**src/rtl/block_gen_pkg.sv**
```systemverilog
// -----------------------------------------------------------------------------
// block_gen_pkg
// Shared constants for the block-game random block generator: the LFSR width,
// its feedback tap mask, the default seed, and a small index-width helper.
// No ports (package).
// -----------------------------------------------------------------------------
package block_gen_pkg;

   localparam int LFSR_W = 16;

   // Taps for x^16+x^14+x^13+x^11+1 seen from a left-shifting register:
   // feedback = b15 ^ b13 ^ b12 ^ b10.
   localparam logic [LFSR_W-1:0] LFSR_TAPS = 16'hB400;

   localparam logic [LFSR_W-1:0] DEFAULT_SEED = 16'hACE1;

   // Bits needed to index n items, never less than one bit.
   function automatic int idxWidth(input int n);
      return (n <= 2) ? 1 : $clog2(n);
   endfunction

endpackage

```
**src/rtl/random_block_gen_n_lfsr16.sv**
```systemverilog
// -----------------------------------------------------------------------------
// lfsr16
// 16-bit Fibonacci LFSR that shifts left and inserts the XOR of the tap bits
// at bit 0. Advances only while en is high.
// Ports:
//   clk  in   rising-edge clock
//   rst  in   synchronous active-low reset, loads SEED
//   en   in   advance enable
//   q    out  current register value
// -----------------------------------------------------------------------------
module lfsr16
   import block_gen_pkg::*;
#(
   parameter logic [LFSR_W-1:0] SEED = DEFAULT_SEED
) (
   input  logic        clk,
   input  logic        rst,
   input  logic        en,
   output logic [15:0] q
);

   logic [LFSR_W-1:0] r_q;
   logic              w_fb;

   assign w_fb = ^(r_q & LFSR_TAPS);
   assign q    = r_q;

   // The seed must be nonzero, otherwise the register locks at all zeros.
   always_ff @(posedge clk) begin
      if (!rst) begin
         r_q <= SEED;
      end else if (en) begin
         r_q <= {r_q[LFSR_W-2:0], w_fb};
      end
   end

endmodule

```
**src/rtl/random_block_gen_n.sv**
```systemverilog
// -----------------------------------------------------------------------------
// random_block_gen_n
// Scrolling ROWS x COLS occupancy frame for the blocks game. Every
// max(gene_time,1) enabled cycles the frame moves down one row and a new block
// is dropped into the top row, in a column taken either from the external
// random input or from an internal LFSR. Player hits clear the lowest block
// of a column; blocks pushed out of the bottom are counted as misses.
// Ports:
//   clk        in   rising-edge clock
//   rst        in   synchronous active-low reset
//   en         in   run enable (freezes tick counter and LFSR when low)
//   gene_time  in   cycles per step, 0 behaves as 1
//   mode       in   column source: 0 = random input, 1 = LFSR
//   random     in   external column index
//   hit_valid  in   one-cycle hit request
//   hit_col    in   column of the hit
//   Disp_num   out  frame, bit r*COLS+c = row r (0 = top), column c
//   gen_pulse  out  one cycle high with each newly stepped frame
//   hit_ack    out  one cycle high when a hit cleared a cell
//   miss       out  one cycle high when a step dropped a nonempty bottom row
//   miss_cnt   out  saturating miss total
// -----------------------------------------------------------------------------
module random_block_gen_n
   import block_gen_pkg::*;
#(
   parameter int                COLS   = 8,
   parameter int                ROWS   = 8,
   parameter int                CNT_W  = 32,
   parameter int                MISS_W = 4,
   parameter logic [LFSR_W-1:0] SEED   = DEFAULT_SEED,
   localparam int               CI_W   = idxWidth(COLS)
) (
   input  logic                 clk,
   input  logic                 rst,
   input  logic                 en,
   input  logic [CNT_W-1:0]     gene_time,
   input  logic                 mode,
   input  logic [CI_W-1:0]      random,
   input  logic                 hit_valid,
   input  logic [CI_W-1:0]      hit_col,
   output logic [ROWS*COLS-1:0] Disp_num,
   output logic                 gen_pulse,
   output logic                 hit_ack,
   output logic                 miss,
   output logic [MISS_W-1:0]    miss_cnt
);

   logic [ROWS-1:0][COLS-1:0] r_frame;
   logic [CNT_W-1:0]          r_cnt;
   logic                      r_gen;
   logic                      r_ack;
   logic                      r_miss;
   logic [MISS_W-1:0]         r_missCnt;

   logic [CNT_W-1:0]          w_limit;
   logic                      w_step;
   logic [15:0]               w_lfsr;
   logic                      w_unusedLfsr;
   logic [CI_W-1:0]           w_col;
   logic                      w_hitFound;
   logic [ROWS-1:0]           w_hitRowOH;
   logic [ROWS-1:0][COLS-1:0] w_postHit;
   logic [ROWS-1:0][COLS-1:0] w_stepped;
   logic [COLS-1:0]           w_insert;
   logic                      w_bottomFull;

   lfsr16 #(
      .SEED (SEED)
   ) uLfsr (
      .clk (clk),
      .rst (rst),
      .en  (en),
      .q   (w_lfsr)
   );

   // Only the low CI_W bits pick the column; the rest just keep the sequence long.
   assign w_unusedLfsr = ^w_lfsr;

   // A period of 0 or 1 both mean "step every enabled edge", so the compare
   // limit is clamped at 0. Using >= rather than == means lowering gene_time
   // below the running count triggers a step at once instead of wrapping.
   assign w_limit = (gene_time == '0) ? '0 : gene_time - CNT_W'(1);
   assign w_step  = en && (r_cnt >= w_limit);

   // The LFSR column uses the value before this edge's advance.
   assign w_col    = mode ? w_lfsr[CI_W-1:0] : random;
   assign w_insert = COLS'(1) << w_col;

   // Priority search down the hit column: the last matching row in the loop
   // is the lowest block on screen, which is the one the player hits.
   always_comb begin
      w_hitFound = 1'b0;
      w_hitRowOH = '0;
      for (int r = 0; r < ROWS; r++) begin
         if (hit_valid && r_frame[r][hit_col]) begin
            w_hitFound    = 1'b1;
            w_hitRowOH    = '0;
            w_hitRowOH[r] = 1'b1;
         end
      end
      w_postHit = r_frame;
      for (int r = 0; r < ROWS; r++) begin
         if (w_hitRowOH[r]) begin
            w_postHit[r][hit_col] = 1'b0;
         end
      end
   end

   // The step works on the post-hit frame, so a block shot out of the bottom
   // row on the same edge never counts as a miss.
   assign w_stepped    = {w_postHit[ROWS-2:0], w_insert};
   assign w_bottomFull = |w_postHit[ROWS-1];

   // Frame, pulses and tick counter. Reset wins over any pending step or hit.
   always_ff @(posedge clk) begin
      if (!rst) begin
         r_frame <= '0;
         r_cnt   <= '0;
         r_gen   <= 1'b0;
         r_ack   <= 1'b0;
         r_miss  <= 1'b0;
      end else begin
         r_frame <= w_step ? w_stepped : w_postHit;
         r_gen   <= w_step;
         r_ack   <= w_hitFound;
         r_miss  <= w_step && w_bottomFull;
         if (en) begin
            r_cnt <= w_step ? '0 : r_cnt + CNT_W'(1);
         end
      end
   end

   // Miss total sticks at all-ones once saturated.
   always_ff @(posedge clk) begin
      if (!rst) begin
         r_missCnt <= '0;
      end else if (w_step && w_bottomFull && (r_missCnt != '1)) begin
         r_missCnt <= r_missCnt + MISS_W'(1);
      end
   end

   assign Disp_num  = r_frame;
   assign gen_pulse = r_gen;
   assign hit_ack   = r_ack;
   assign miss      = r_miss;
   assign miss_cnt  = r_missCnt;

endmodule
```
**config.mk**
```make
export PLATFORM = sky130hd
export DESIGN_NAME = random_block_gen_n
export DESIGN_NICKNAME = d
export VERILOG_FILES = /design/src/rtl/block_gen_pkg.sv /design/src/rtl/random_block_gen_n_lfsr16.sv /design/src/rtl/random_block_gen_n.sv
export SDC_FILE = /design/constraint.sdc
export NUM_CORES = 1
export LEC_CHECK = 0
export ABC_AREA = 1
export CAP_MARGIN = 20
export CORE_ASPECT_RATIO = 2
export CORE_MARGIN = 10
export CORE_UTILIZATION = 43
export CTS_CLUSTER_DIAMETER = 40
export DETAILED_ROUTE_END_ITERATION = 10
export PLACE_DENSITY_LB_ADDON = 0.3
export SLEW_MARGIN = 10
export SYNTH_ARGS = -nofsm -noshare
export SYNTH_HDL_FRONTEND = slang
export SYNTH_SLANG_ARGS = --single-unit
```
**constraint.sdc**
```tcl
create_clock -name clk -period 4.5 [get_ports clk]
set_input_delay 0.45 -clock clk [delete_from_list [all_inputs] [get_ports clk]]
set_output_delay 0.45 -clock clk [all_outputs]
set_load 0.005 [all_outputs]
```
---- Word-level counts from Yosys, hierarchy flattened ----
Index checks and enable logic that the tools add are counted.
word-level totals
  register bits ........................... 119
  input port bits ......................... 43
  output and inout bits ................... 71
  word-level logic and storage cells ...... 92
cells by class
  add/sub/neg operators ................... 3
  $lt $le $gt $ge ......................... 3
  eq/ne operators ......................... 1
  shift-type cells ........................ 1
  muxes and demuxes ....................... 46
  bitwise operators ....................... 9
  reduce and logical (&&, ||, !) cells .... 15
operators with widths
  cell                                                                                 number
  8-bit 2-to-1 mux                                                                     15
  8-bit AND                                                                            8
  32-bit 2-to-1 mux                                                                    2
  64-bit 2-to-1 mux                                                                    1
  32-bit by 1-bit adder with 32-bit output, second input constant                      1
  32-bit greater-or-equal comparator                                                   1
  32-bit zero test                                                                     1
  32-bit by 1-bit subtractor with 32-bit output, second input constant                 1
  1-bit binary-select mux with 3-bit select                                            8
  1-bit 2-to-1 mux                                                                     18
  16-bit XOR reduction                                                                 1
  1-bit logical AND                                                                    12
  8-bit NOT                                                                            1
  8-bit OR reduction                                                                   1
  1-bit by 3-bit << shifter with 8-bit output, first input constant                    1
  4-bit by 1-bit adder with 4-bit output, second input constant                        1
  3-bit by 4-bit < comparator with 1-bit output, second input constant                 1
  4-bit != test, second input constant                                                 1
  1-bit demux with 3-bit select                                                        1
  3-bit by 1-bit greater-or-equal comparator with 1-bit output, second input constant  1
  3-bit 2-to-1 mux                                                                     1

---- Longest topological paths before layout ----
Gate-level depths: netlist of run 1.
  word-level depth ........................ 15
  depth in mapped cells ................... 29
  gate-level depth less buffers ........... 28

---- Modules after synthesis ----
Synthesis of run 1 repeated with hierarchy kept, for this count alone.
second synthesis, totals
  cell total of the unflattened synthesis .. 1161
  area total of the unflattened synthesis .. 7504.7 um2
modules (own cells, without submodules)
  module              instances  cells an instance  area each (um2)  sequential area each (um2)
  random_block_gen_n  1          1079               6877.8           2062.0
  lfsr16              1          82                 626.9            320.3

---- Worst setup path before layout of run 1 ----
Ideal clock, no wire load.
  path kind ............................... in2reg
  start ................................... in gene_time[1]
  end ..................................... reg r_cnt[17]
  setup time .............................. 0.128 ns
  arrival time ............................ 3.605 ns
  required time ........................... 4.372 ns
  setup slack ............................. 0.768 ns
  cell stages on the path ................. 28
  path buffers ............................ 2
  cells stage by stage .................... inv_1 -> nand2_1 -> nor2_1 -> nand2_1 -> nor2_1 -> nand2_1 -> nor2_1 -> nand2_1 -> inv_1 -> nand2_1 -> nor2_2 -> nand3b_1 -> inv_2 -> nand2_1 -> nand2_1 -> nand3_1 -> ha_1 -> nand2_1 -> nor2_1 -> nand2_1 -> nor4_1 -> nand2_1 -> nand2_1 -> nand2_1 -> nand2_1 -> clkbuf_1 -> clkbuf_1 -> nor2_1
on the way
  cells in the longest elaborated chain, start to end .. 5
  elaborated cells between the ends (all ways) .. 6
  those cells by class .................... add/sub: 1; order compare: 1; mux: 2; reduce/logical: 2
RTL lines
  what                                                                                      line                       RTL
  start: declaration                                                                        random_block_gen_n.sv:36   input logic [CNT_W-1:0] gene_time,
  32-bit by 1-bit subtractor with 32-bit output / 32-bit zero test (equally long branches)  random_block_gen_n.sv:82   assign w_limit = (gene_time == '0) ? '0 : gene_time - CNT_W'(1);
  32-bit 2-to-1 mux (*)                                                                     random_block_gen_n.sv:82
  32-bit greater-or-equal comparator (*)                                                    random_block_gen_n.sv:83   assign w_step = en && (r_cnt >= w_limit);
  1-bit logical AND (*)                                                                     random_block_gen_n.sv:83
  32-bit 2-to-1 mux (*)                                                                     random_block_gen_n.sv:128  r_cnt <= w_step ? '0 : r_cnt + CNT_W'(1);
  end signal: assignment                                                                    random_block_gen_n.sv:128
  end: declaration                                                                          random_block_gen_n.sv:49   logic [CNT_W-1:0] r_cnt;
Mark *: on every way between the ends. The rest lies on a longest branch, timed or not.
A chain may end at the register's enable or synchronous reset.

---- Worst setup path in the final report of run 1 ----
  start ................................... in gene_time[4]
  end ..................................... reg r_frame (netlist bit Disp_num[45])
on the way
  cells in the longest elaborated chain, start to end .. 5
  elaborated cells between the ends (all ways) .. 6
  those cells by class .................... add/sub: 1; order compare: 1; mux: 2; reduce/logical: 2
RTL lines
  what                                                                                      line                       RTL
  32-bit by 1-bit subtractor with 32-bit output / 32-bit zero test (equally long branches)  random_block_gen_n.sv:82
  32-bit 2-to-1 mux (*)                                                                     random_block_gen_n.sv:82
  32-bit greater-or-equal comparator (*)                                                    random_block_gen_n.sv:83
  1-bit logical AND (*)                                                                     random_block_gen_n.sv:83
  64-bit 2-to-1 mux (*)                                                                     random_block_gen_n.sv:123  r_frame <= w_step ? w_stepped : w_postHit;
  end signal: assignment                                                                    random_block_gen_n.sv:123
  end: declaration                                                                          random_block_gen_n.sv:48   logic [ROWS-1:0][COLS-1:0] r_frame;
Marked as above.

==> results of run 1 <==
==> Yosys cell counts (3+ instances only) <==
library cell  count  area, sq um
nand2_2           6         37.5
o211ai_1          3         22.5
nor3_1           27          135
xor2_1           21          184
xnor2_1          10         87.6
a21o_1            3         22.5
buf_6             4         45.0
o21ai_1           8         40.0
nand3_1         101          505
or2_2            16          100
clkbuf_1         22         82.6
o21a_1            4         30.0
a211oi_1          4         30.0
nor3b_1           3         22.5
o22ai_1          25          156
ha_1             36          450
inv_2             5         18.8
nand4_1          20          125
inv_1           116          435
o21ai_0          55          275
a21oi_1          44          220
nor4_1            9         56.3
nor2_2            5         31.3
buf_2             4         20.0
nand2_1         381         1430
nand3b_1         14          105
nor2_1          146          548
dfxtp_1         119         2380
==> layout make-up <==
type,instances,area (sq um),area share (%)
multi-input combinational,952,4740,47.9
sequential,119,2380,24.1
timing repair buffer,150,1450,14.7
inverter,123,462,4.67
clock buffer,20,457,4.62
tap,213,267,2.70
clock inverter,12,128,1.29
==> through the flow <==
stage	worst slack (ns)	hold slack [ns]	util (%)	cells	setup TNS (ns)
after floorplan	0.768	0.429	-	1227	0
after global placement	-0.0396	0.438	52.5	1557	-0.0838
after detailed placement	-0.180	0.451	52.5	1557	-0.709
after CTS	0.240	0.464	55.8	1589	0
after global routing	-0.00203	0.499	55.8	1589	-0.00203
final	0.592	0.467	55.8	1589	0
==> registers in the layout, summed over array words and instances, names as in the netlist <==
register and cells:
hit_ack 1, r_cnt 32, gen_pulse 1, Disp_num 64, miss_cnt 4, uLfsr.q 16, miss 1
==> power groups by stage <==
| stage | logic (uW) | clock network [uW] | registers, uW |
|---|---|---|---|
| 2_1_floorplan | 135 | 0 | 1100 |
| 3_3_place_gp | 232 | 0 | 1100 |
| 3_5_place_dp | 235 | 0 | 1100 |
| 4_1_cts | 236 | 1360 | 1080 |
| 5_1_grt | 265 | 1410 | 1080 |
| 6_report | 238 | 1350 | 1080 |
==> cell usage in the layout, fill, tap and decap left out, types with 25 or more instances in the layout <==
cell,Yosys,layout
a21oi_1,44,43
buf_4,2,33
clkdlybuf4s50_1,0,113
dfxtp_1,119,119
ha_1,36,36
inv_1,116,116
nand2_1,381,381
nand3_1,101,101
nor2_1,146,144
nor3_1,27,27
o21ai_0,55,55
o22ai_1,25,25
==> cell families after synthesis <==
| logic type | after synthesis |
|---|---|
| and+or+nand+nor | 737 |
| buffers and inverters | 156 |
| AOI/OAI and AO/OA | 148 |
| DFF | 119 |
| adders and majority gates | 36 |
| xor gates and xnor gates | 31 |
==> how the worst max path moves through the flow <==
stage                 start            to  slack, ns  cells after the start
2_1_floorplan  gene_time[1]     r_cnt[17]       0.77                     28
3_3_place_gp   gene_time[2]   miss_cnt[0]      -0.04                     27
3_5_place_dp   gene_time[4]   miss_cnt[0]      -0.18                     28
4_1_cts        gene_time[4]   miss_cnt[0]       0.24                     28
5_1_grt        gene_time[4]   miss_cnt[3]     -0.002                     27
6_report       gene_time[4]  Disp_num[45]       0.59                     29
==> critical path, delay by kind of cell <==
kind	cells	cell delay (ns)
AND/OR/NAND/NOR	21	2.22
AO/OA/AOI/OAI	1	0.12
buffers and inverters	6	1.08
adder cells (fa/ha/maj)	1	0.30
==> per-layer routing <==
layer  global-route usage (%)  routed length, um  vias up
met4                     18.2               2140        0
met5                        0                  0        -
li1                         -                  -     4291
met1                     17.9               8230     3871
met2                     42.0              14800      285
met3                     3.26               1100      113
==> what timing repair did <==
item | 4_1_cts | 5_1_grt
setup buffers | 0 | 0
gates resized for setup | 0 | 4
setup endpoints to repair | 0 | 59
endpoints found under the hold margin | 0 | 0
hold buffers | 0 | 0
==> impl_metrics.py, run 1 <==
metrics = {
    "status": {
        "outcome": "complete, no violations",
    },
    "die": {
        "fp.dieH_um": 210,
        "die-area_sq_mm": 0.0241,
        "initial_core_util_pct": 43.7,
        "coreArea_sq_mm": 0.0177,
        "dieWidth_um": 115,
        "ios": 114,
        "rows": 69,
    },
    "sta": {
        "slew_headroom_pct": 48.7,
        "tightest_slew_ns": 0.768,
        "fin_crit_sh_pct": 86.9,
        "finalMaxSlewViolations": 0,
        "setup_viol": 0,
        "fin_skew_ns": 0.00973,
        "final.min_clock_period_ns": 3.91,
        "hold_violations": 0,
        "max_freq_mhz": 256,
    },
    "setup_path": {
        "slowest_delay_ns": 0.41,
        "required_ns": 4.79,
        "startpoint_type": "primary input",
        "crit_path_frequent_cell": "nand2_1",
        "crit_path_end_kind": "register",
        "worstReg2RegStart": "r_cnt[1]",
        "r2r_slack_ns": 1.87,
        "r2r_end": "r_cnt[22]",
        "arrival_ns": 4.20,
        "worstSetupPathType": "in -> reg",
        "crit_fanout": 18,
        "critPathSlowestCell": "clkdlybuf4s50_1",
        "r2r_cells": 12,
    },
    "routing": {
        "routed_wl_mm": 26.3,
        "first_pass_iters": 7,
        "drt-vias-per-instance": 5.39,
        "wl_per_cell_um": 16.5,
        "ant_nets": 0,
        "drt_iter0_markers": 445,
        "vias": 8560,
        "drcViolationCount": 0,
    },
    "clock_tree": {
        "h-tree-depth": 4,
        "cts_buffers": 17,
        "clk_latency_ns": 0.43,
        "cts_tree": "built",
        "cts.sinks": 119,
        "clock_path_buffers": 2,
        "clockRootBuffer": "clkbuf_16",
        "path_clk_slew_ns": 0.05,
    },
    "min_path": {
        "hold_path_class": "reg -> reg",
        "holdPathStages": 2,
        "hold_end": "uLfsr.q[5]",
        "worstHoldStart": "uLfsr.q[5]",
    },
    "yosys": {
        "synth_xor_area_share_pct": 3.51,
        "yosys_warnings": 0,
        "synthCells": 1227,
        "synthArstFlopShare_pct": 0,
        "synthMuxAreaShare_pct": 0,
        "synth_edf_count": 0,
        "yosys.area_share.adder_pct": 5.82,
        "synth-simple-area-share_pct": 41.3,
        "synth_compound_area_share_pct": 10.5,
        "ys_ff_latch": 119,
        "synth.yosys.seq_area_share_pct": 30.8,
        "ys_types": 40,
        "syn_nets": 1306,
        "syn_area_sq_mm": 0.00773,
        "synth_top_flop_cell": "dfxtp_1",
        "synth_top_family_by_area": "simple AND/OR/NAND/NOR gates",
        "avgSynthCellArea_sq_um": 6.30,
    },
    "flow_run": {
        "drv_cap": 0,
    },
    "pwr": {
        "clockPowerShare_pct": 50.7,
        "switchingPower_uw": 663,
        "p_seq_share_pct": 40.4,
        "p_sw_share_pct": 24.9,
        "irDropWorstVdd_mv": 0.199,
        "powerDensity_mw_per_mm2": 269,
        "combPwrFrac_pct": 8.9,
        "leakage_uw": 0.00426,
        "p_int_uw": 2000,
        "total_power_uw": 2660,
    },
    "grt": {
        "grt_max_degree": 33,
        "grt_pass1_vias": 8741,
        "track_usage_pct": 21.6,
        "gr-total-overflow": 0,
        "grt_pass1_wl_mm": 41.6,
        "grt_antenna_before_repair": 0,
    },
    "placed_design": {
        "gp_congestion": 0.995,
        "port_buffers": 113,
        "dpl_cell_area_sq_mm": 0.00928,
        "dp_hpwl_mm": 21.3,
    },
    "layout": {
        "finalNetCount": 1442,
        "nFillCells": 1753,
        "design_area_sq_mm": 0.00988,
        "antenna_cells": 0,
        "syn2layout_area_growth_pct": 27.8,
        "final_layout_size_suffix_gt1_share_pct": 7.92,
    },
}
No activity file was read; power rests on OpenSTA's default activity.
==> run 2: changes to the inputs <==
--- a/config.mk
+++ b/config.mk
@@ -12,7 +12,9 @@
 export CORE_UTILIZATION = 43
 export CTS_CLUSTER_DIAMETER = 40
 export DETAILED_ROUTE_END_ITERATION = 10
+export MAX_ROUTING_LAYER = met4
 export PLACE_DENSITY_LB_ADDON = 0.3
+export REMOVE_ABC_BUFFERS = 1
 export SLEW_MARGIN = 10
 export SYNTH_ARGS = -nofsm -noshare
 export SYNTH_HDL_FRONTEND = slang
==> run 2 against run 1 <==
  * Utilization decreased by 0.18 points
  * Routed wire length increased by 2.1%
  * Die area stayed put
  * Critical path depth up 1
  * Maximum frequency down 3.0%
  * Worst setup slack worse by 0.12 ns
  * Critical endpoint is now r_cnt[20]
  * Clock skew is 0.0018 ns lower
  * Clock-buffer cell count shrank 2
  * Final area decreased by 0.32%
  * Register-to-register slack barely moved
  * Largest power group unchanged
==> impl_metrics.py, run 2 (synthesis gave the netlist of run 1 again) <==
metrics = {
    "status": {
        "outcome": "complete, no violations",
    },
    "grt": {
        "grt_pass1_vias": 8576,
        "grt_antenna_before_repair": 0,
        "grt_max_degree": 55,
        "grt_pass1_wl_mm": 42.1,
        "track_usage_pct": 22.6,
        "gr-total-overflow": 0,
    },
    "layout": {
        "design_area_sq_mm": 0.00985,
        "nFillCells": 1763,
        "antenna_cells": 0,
        "finalNetCount": 1428,
        "final_layout_size_suffix_gt1_share_pct": 6.90,
        "largest_reg_flops": 64,
        "mostFrequentLayoutCells": "381 x nand2_1, 145 x nor2_1, 119 x dfxtp_1",
        "syn2layout_area_growth_pct": 27.4,
        "final_common_cell": "nand2_1",
    },
    "clock_tree": {
        "clk_latency_ns": 0.42,
        "cts_tree": "built",
        "cts_buffers": 17,
        "ctsHoldBuffers": 0,
        "clockRootBuffer": "clkbuf_16",
        "cts.sinks": 119,
        "cts_setup_buffers": 0,
        "path_clk_slew_ns": 0.06,
        "cts_resized": 0,
        "clock_path_buffers": 2,
        "h-tree-depth": 4,
    },
    "pwr": {
        "switchingPower_uw": 684,
        "clockPowerShare_pct": 54.7,
        "p_seq_share_pct": 37.1,
        "combPwrFrac_pct": 8.2,
        "p_sw_share_pct": 23.6,
        "p_int_uw": 2210,
        "powerDensity_mw_per_mm2": 294,
        "irDropWorstVdd_mv": 0.231,
        "leakage_uw": 0.00424,
    },
    "placed_design": {
        "post-place-ws_ns": -0.0163,
        "dp_hpwl_mm": 21.2,
        "port_buffers": 113,
        "dpl_cell_area_sq_mm": 0.00915,
        "gp_congestion": 0.980,
    },
    "routing": {
        "routed_wl_mm": 26.8,
        "wl_per_cell_um": 17.0,
        "drt-vias-per-instance": 5.42,
        "drt_iter0_markers": 541,
        "first_pass_iters": 6,
        "ant_nets": 0,
        "vias": 8543,
        "drcViolationCount": 0,
    },
    "setup_path": {
        "startpoint_type": "primary input",
        "arrival_ns": 4.33,
        "crit_fanout": 36,
        "crit_path_frequent_cell": "nand2_1",
        "r2r_cells": 12,
        "slowest_delay_ns": 0.45,
        "worstSetupPathType": "in -> reg",
        "required_ns": 4.80,
        "critPathSlowestCell": "clkdlybuf4s50_1",
        "r2r_slack_ns": 1.87,
        "cp_top_family": "simple AND/OR/NAND/NOR gates",
        "path_buf_inv": 6,
        "worstReg2RegStart": "r_cnt[1]",
        "r2r_end": "r_cnt[24]",
        "crit_path_end_kind": "register",
    },
    "die": {
        "coreArea_sq_mm": 0.0177,
        "die-area_sq_mm": 0.0241,
        "dieWidth_um": 115,
        "rows": 69,
        "initial_core_util_pct": 43.7,
        "fp.dieH_um": 210,
        "ios": 114,
    },
    "min_path": {
        "worstHoldStart": "uLfsr.q[6]",
        "hold_path_class": "reg -> reg",
        "holdPathStages": 2,
        "hold_end": "uLfsr.q[6]",
    },
    "sta": {
        "setup_tns_ns": 0,
        "fin_crit_sh_pct": 89.5,
        "final.min_clock_period_ns": 4.03,
        "max_freq_mhz": 248,
        "setup_viol": 0,
        "tightest_slew_ns": 0.823,
        "slew_headroom_pct": 45.0,
        "finalMaxSlewViolations": 0,
        "hold_violations": 0,
        "fin_skew_ns": 0.00797,
        "postLayoutSetupSlackWorst_ns": 0.472,
    },
    "flow_run": {
        "drv_cap": 0,
    },
}
run 2: worst max path at each step:
stage                       from   endpoint  slack [ns]  cells after the start
global placement    gene_time[2]  r_cnt[20]        0.09                     29
global route        gene_time[2]  r_cnt[20]       -0.02                     30
finish              gene_time[2]  r_cnt[20]        0.47                     30
detailed placement  gene_time[2]  r_cnt[20]       -0.02                     29
floorplan           gene_time[1]       miss       -0.93                     27
CTS                 gene_time[2]  r_cnt[20]        0.39                     29
run 2: power by group through the flow:
stage                     sequential [uW]  clock, uW  combinational [uW]
after floorplan                      1100          0                 117
after global placement               1100          0                 229
after detailed placement             1100          0                 232
after CTS                            1070       1600                 234
after global routing                 1080       1640                 263
final                                1080       1590                 237
run 2: worst register-to-register path, cell delays in order, from the launching register on:
cell and delay [ns]:
dfxtp_1 0.42, ha_1 0.30, nand2_1 0.08, nor2_1 0.13
nand2_1 0.10, nor2_1 0.18, nand2_1 0.10, nor2_1 0.21
nand3_1 0.16, nor2_1 0.23, nand4_1 0.28, nor3b_1 0.27
nor2_1 0.07
run 2: area by class of cell:
type	count	area, sq um	share of cell area, %
clock buffers	18	439	4.46
clock inverters	14	246	2.50
inverters	123	462	4.69
multi-input cells	952	4730	48.0
flip-flops and latches	119	2380	24.2
well taps	213	267	2.71
repair buffers	136	1330	13.5
run 2: routing by layer:
metal	wire length [um]	up-vias	track usage (%)
met5	0	-	-
li1	-	4260	-
met2	15000	322	43.0
met1	8780	3860	19.0
met4	1870	0	16.4
met3	1120	101	2.91
run 2: stage by stage:
| stage | hold WS (ns) | total power, uW | util, % | std cells |
|---|---|---|---|---|
| floorplan | 0.429 | 1210 | - | 1194 |
| global placement | 0.442 | 1330 | 51.7 | 1543 |
| detailed placement | 0.448 | 1330 | 51.7 | 1543 |
| CTS | 0.459 | 2900 | 55.6 | 1575 |
| global route | 0.494 | 2980 | 55.7 | 1575 |
| finish | 0.458 | 2900 | 55.7 | 1575 |
==> run 3: changes to the inputs <==
==> constraint.sdc (replaced) <==
create_clock -name clk -period 4.75 [get_ports clk]
set_input_delay 0.475 -clock clk [delete_from_list [all_inputs] [get_ports clk]]
set_output_delay 0.475 -clock clk [all_outputs]
set_load 0.005 [all_outputs]
==> run 3 against run 2 <==
  * Sequential power fell by 6%
  * Worst hold slack got worse by 0.0039 ns
  * Cell count hardly changed
  * Power is 7.4% lower
  * Utilization fell by 0.18 points
  * Via count shrank 0.30%
  * Clock power down 9%
  * Sequential share of layout area grew 0.080 points
==> impl_metrics.py, run 3 (synthesis gave the netlist of run 1 again) <==
metrics = {
    "grt": {
        "grt_pass1_wl_mm": 41.1,
        "grt_antenna_before_repair": 0,
        "grt_pass1_vias": 8339,
        "gr-total-overflow": 0,
        "grt_max_degree": 42,
        "track_usage_pct": 22.0,
    },
    "layout": {
        "mostFrequentLayoutCells": "381 x nand2_1, 145 x nor2_1, 119 x dfxtp_1",
        "design_area_sq_mm": 0.00982,
        "final_common_cell": "nand2_1",
        "antenna_cells": 0,
        "final_layout_size_suffix_gt1_share_pct": 6.83,
        "finalNetCount": 1427,
        "largest_reg_flops": 64,
        "syn2layout_area_growth_pct": 26.9,
        "nFillCells": 1760,
        "fin_util_pct": 55.5,
    },
    "clock_tree": {
        "cts_resized": 0,
        "cts_setup_buffers": 0,
        "clockRootBuffer": "clkbuf_16",
        "cts_tree": "built",
        "cts_buffers": 17,
        "cts.sinks": 119,
        "clk_latency_ns": 0.41,
        "h-tree-depth": 4,
        "ctsHoldBuffers": 0,
        "path_clk_slew_ns": 0.06,
        "clock_path_buffers": 2,
    },
    "routing": {
        "routed_wl_mm": 26.5,
        "wl_per_cell_um": 16.9,
        "first_pass_iters": 7,
        "vias": 8517,
        "drt-vias-per-instance": 5.41,
        "drcViolationCount": 0,
        "drt_iter0_markers": 549,
        "ant_nets": 0,
    },
    "sta": {
        "slew_headroom_pct": 45.5,
        "hold_violations": 0,
        "tightest_slew_ns": 0.816,
        "rsz0062_at_grt": "false",
        "setup_viol": 0,
        "max_freq_mhz": 239,
        "finalMaxSlewViolations": 0,
        "setup_tns_ns": 0,
        "final.min_clock_period_ns": 4.19,
        "fin_skew_ns": 0.00678,
        "fin_crit_sh_pct": 88.1,
    },
    "pwr": {
        "total_power_uw": 2690,
        "leakage_uw": 0.00423,
        "p_int_uw": 2040,
        "irDropWorstVdd_mv": 0.248,
        "switchingPower_uw": 642,
        "combPwrFrac_pct": 8.3,
        "p_seq_share_pct": 37.9,
        "powerDensity_mw_per_mm2": 274,
        "clockPowerShare_pct": 53.8,
        "p_sw_share_pct": 23.9,
    },
    "die": {
        "dieWidth_um": 115,
        "ios": 114,
        "coreArea_sq_mm": 0.0177,
        "initial_core_util_pct": 43.7,
        "fp.dieH_um": 210,
        "rows": 69,
        "die-area_sq_mm": 0.0241,
    },
    "setup_path": {
        "worstSetupPathType": "in -> reg",
        "arrival_ns": 4.54,
        "slowest_delay_ns": 0.46,
        "required_ns": 5.11,
        "crit_path_end_kind": "register",
        "startpoint_type": "primary input",
        "critPathSlowestCell": "clkdlybuf4s50_1",
        "crit_fanout": 41,
        "crit_path_frequent_cell": "nand2_1",
    },
    "flow_run": {
        "drv_cap": 0,
    },
    "placed_design": {
        "port_buffers": 113,
        "dpl_cell_area_sq_mm": 0.00916,
        "dp_hpwl_mm": 21.3,
        "gp_congestion": 0.972,
    },
    "min_path": {
        "hold_path_class": "reg -> reg",
    },
    "status": {
        "outcome": "complete, no violations",
    },
}
[run 3: changes by cell type in the layout (fill, tap and decap cells not counted), sizes merged]
cell / previous run / this run
bufinv: 6 / 5
buf: 23 / 22
inv: 123 / 124
[run 3: metal layers]
layer / GRT usage, % / share of wire, %
met1: 18.5 / 33
met2: 41.8 / 56
met3: 3.00 / 4.3
met4: 16.3 / 7.1
met5: - / 0
[run 3: final timing paths]
check                           slack [ns]           end  cells after the start          from
worst max-delay path                  0.56  Disp_num[33]                     29  gene_time[2]
worst min-delay path                  0.45    uLfsr.q[6]                      2    uLfsr.q[6]
worst max register to register        2.15     r_cnt[24]                     12      r_cnt[1]
worst min register to register        0.45    uLfsr.q[6]                      2    uLfsr.q[6]
[run 3: stage by stage]
stage | instances | setup slack [ns] | hold slack, ns
5_1_grt | 1574 | 0.0947 | 0.475
3_3_place_gp | 1542 | 0.275 | 0.441
3_5_place_dp | 1542 | 0.160 | 0.446
2_1_floorplan | 1194 | -0.701 | 0.429
6_report | 1574 | 0.563 | 0.454
4_1_cts | 1574 | 0.580 | 0.458
[run 3: cell type report]
type / count / area (sq um) / area share, %
clock buffer: 18 / 439 / 4.47
clock inverter: 14 / 221 / 2.26
inverter: 123 / 462 / 4.70
multi-input combinational: 952 / 4730 / 48.1
sequential: 119 / 2380 / 24.3
tap: 213 / 267 / 2.71
timing repair buffer: 135 / 1320 / 13.5
[run 3: worst max-delay path, delay by kind of cell]
kind	cells	cell delay (ns)
buffers and inverters	5	1.15
adder cells (fa/ha/maj)	1	0.29
AND/OR/NAND/NOR	23	2.60
[run 3: power groups by stage]
| stage | Clock [uW] | Sequential [uW] | Combinational, uW |
|---|---|---|---|
| after global placement | 0 | 1040 | 217 |
| after global routing | 1500 | 1020 | 246 |
| after detailed placement | 0 | 1040 | 220 |
| final | 1450 | 1020 | 222 |
| after floorplan | 0 | 1040 | 110 |
| after CTS | 1460 | 1020 | 221 |
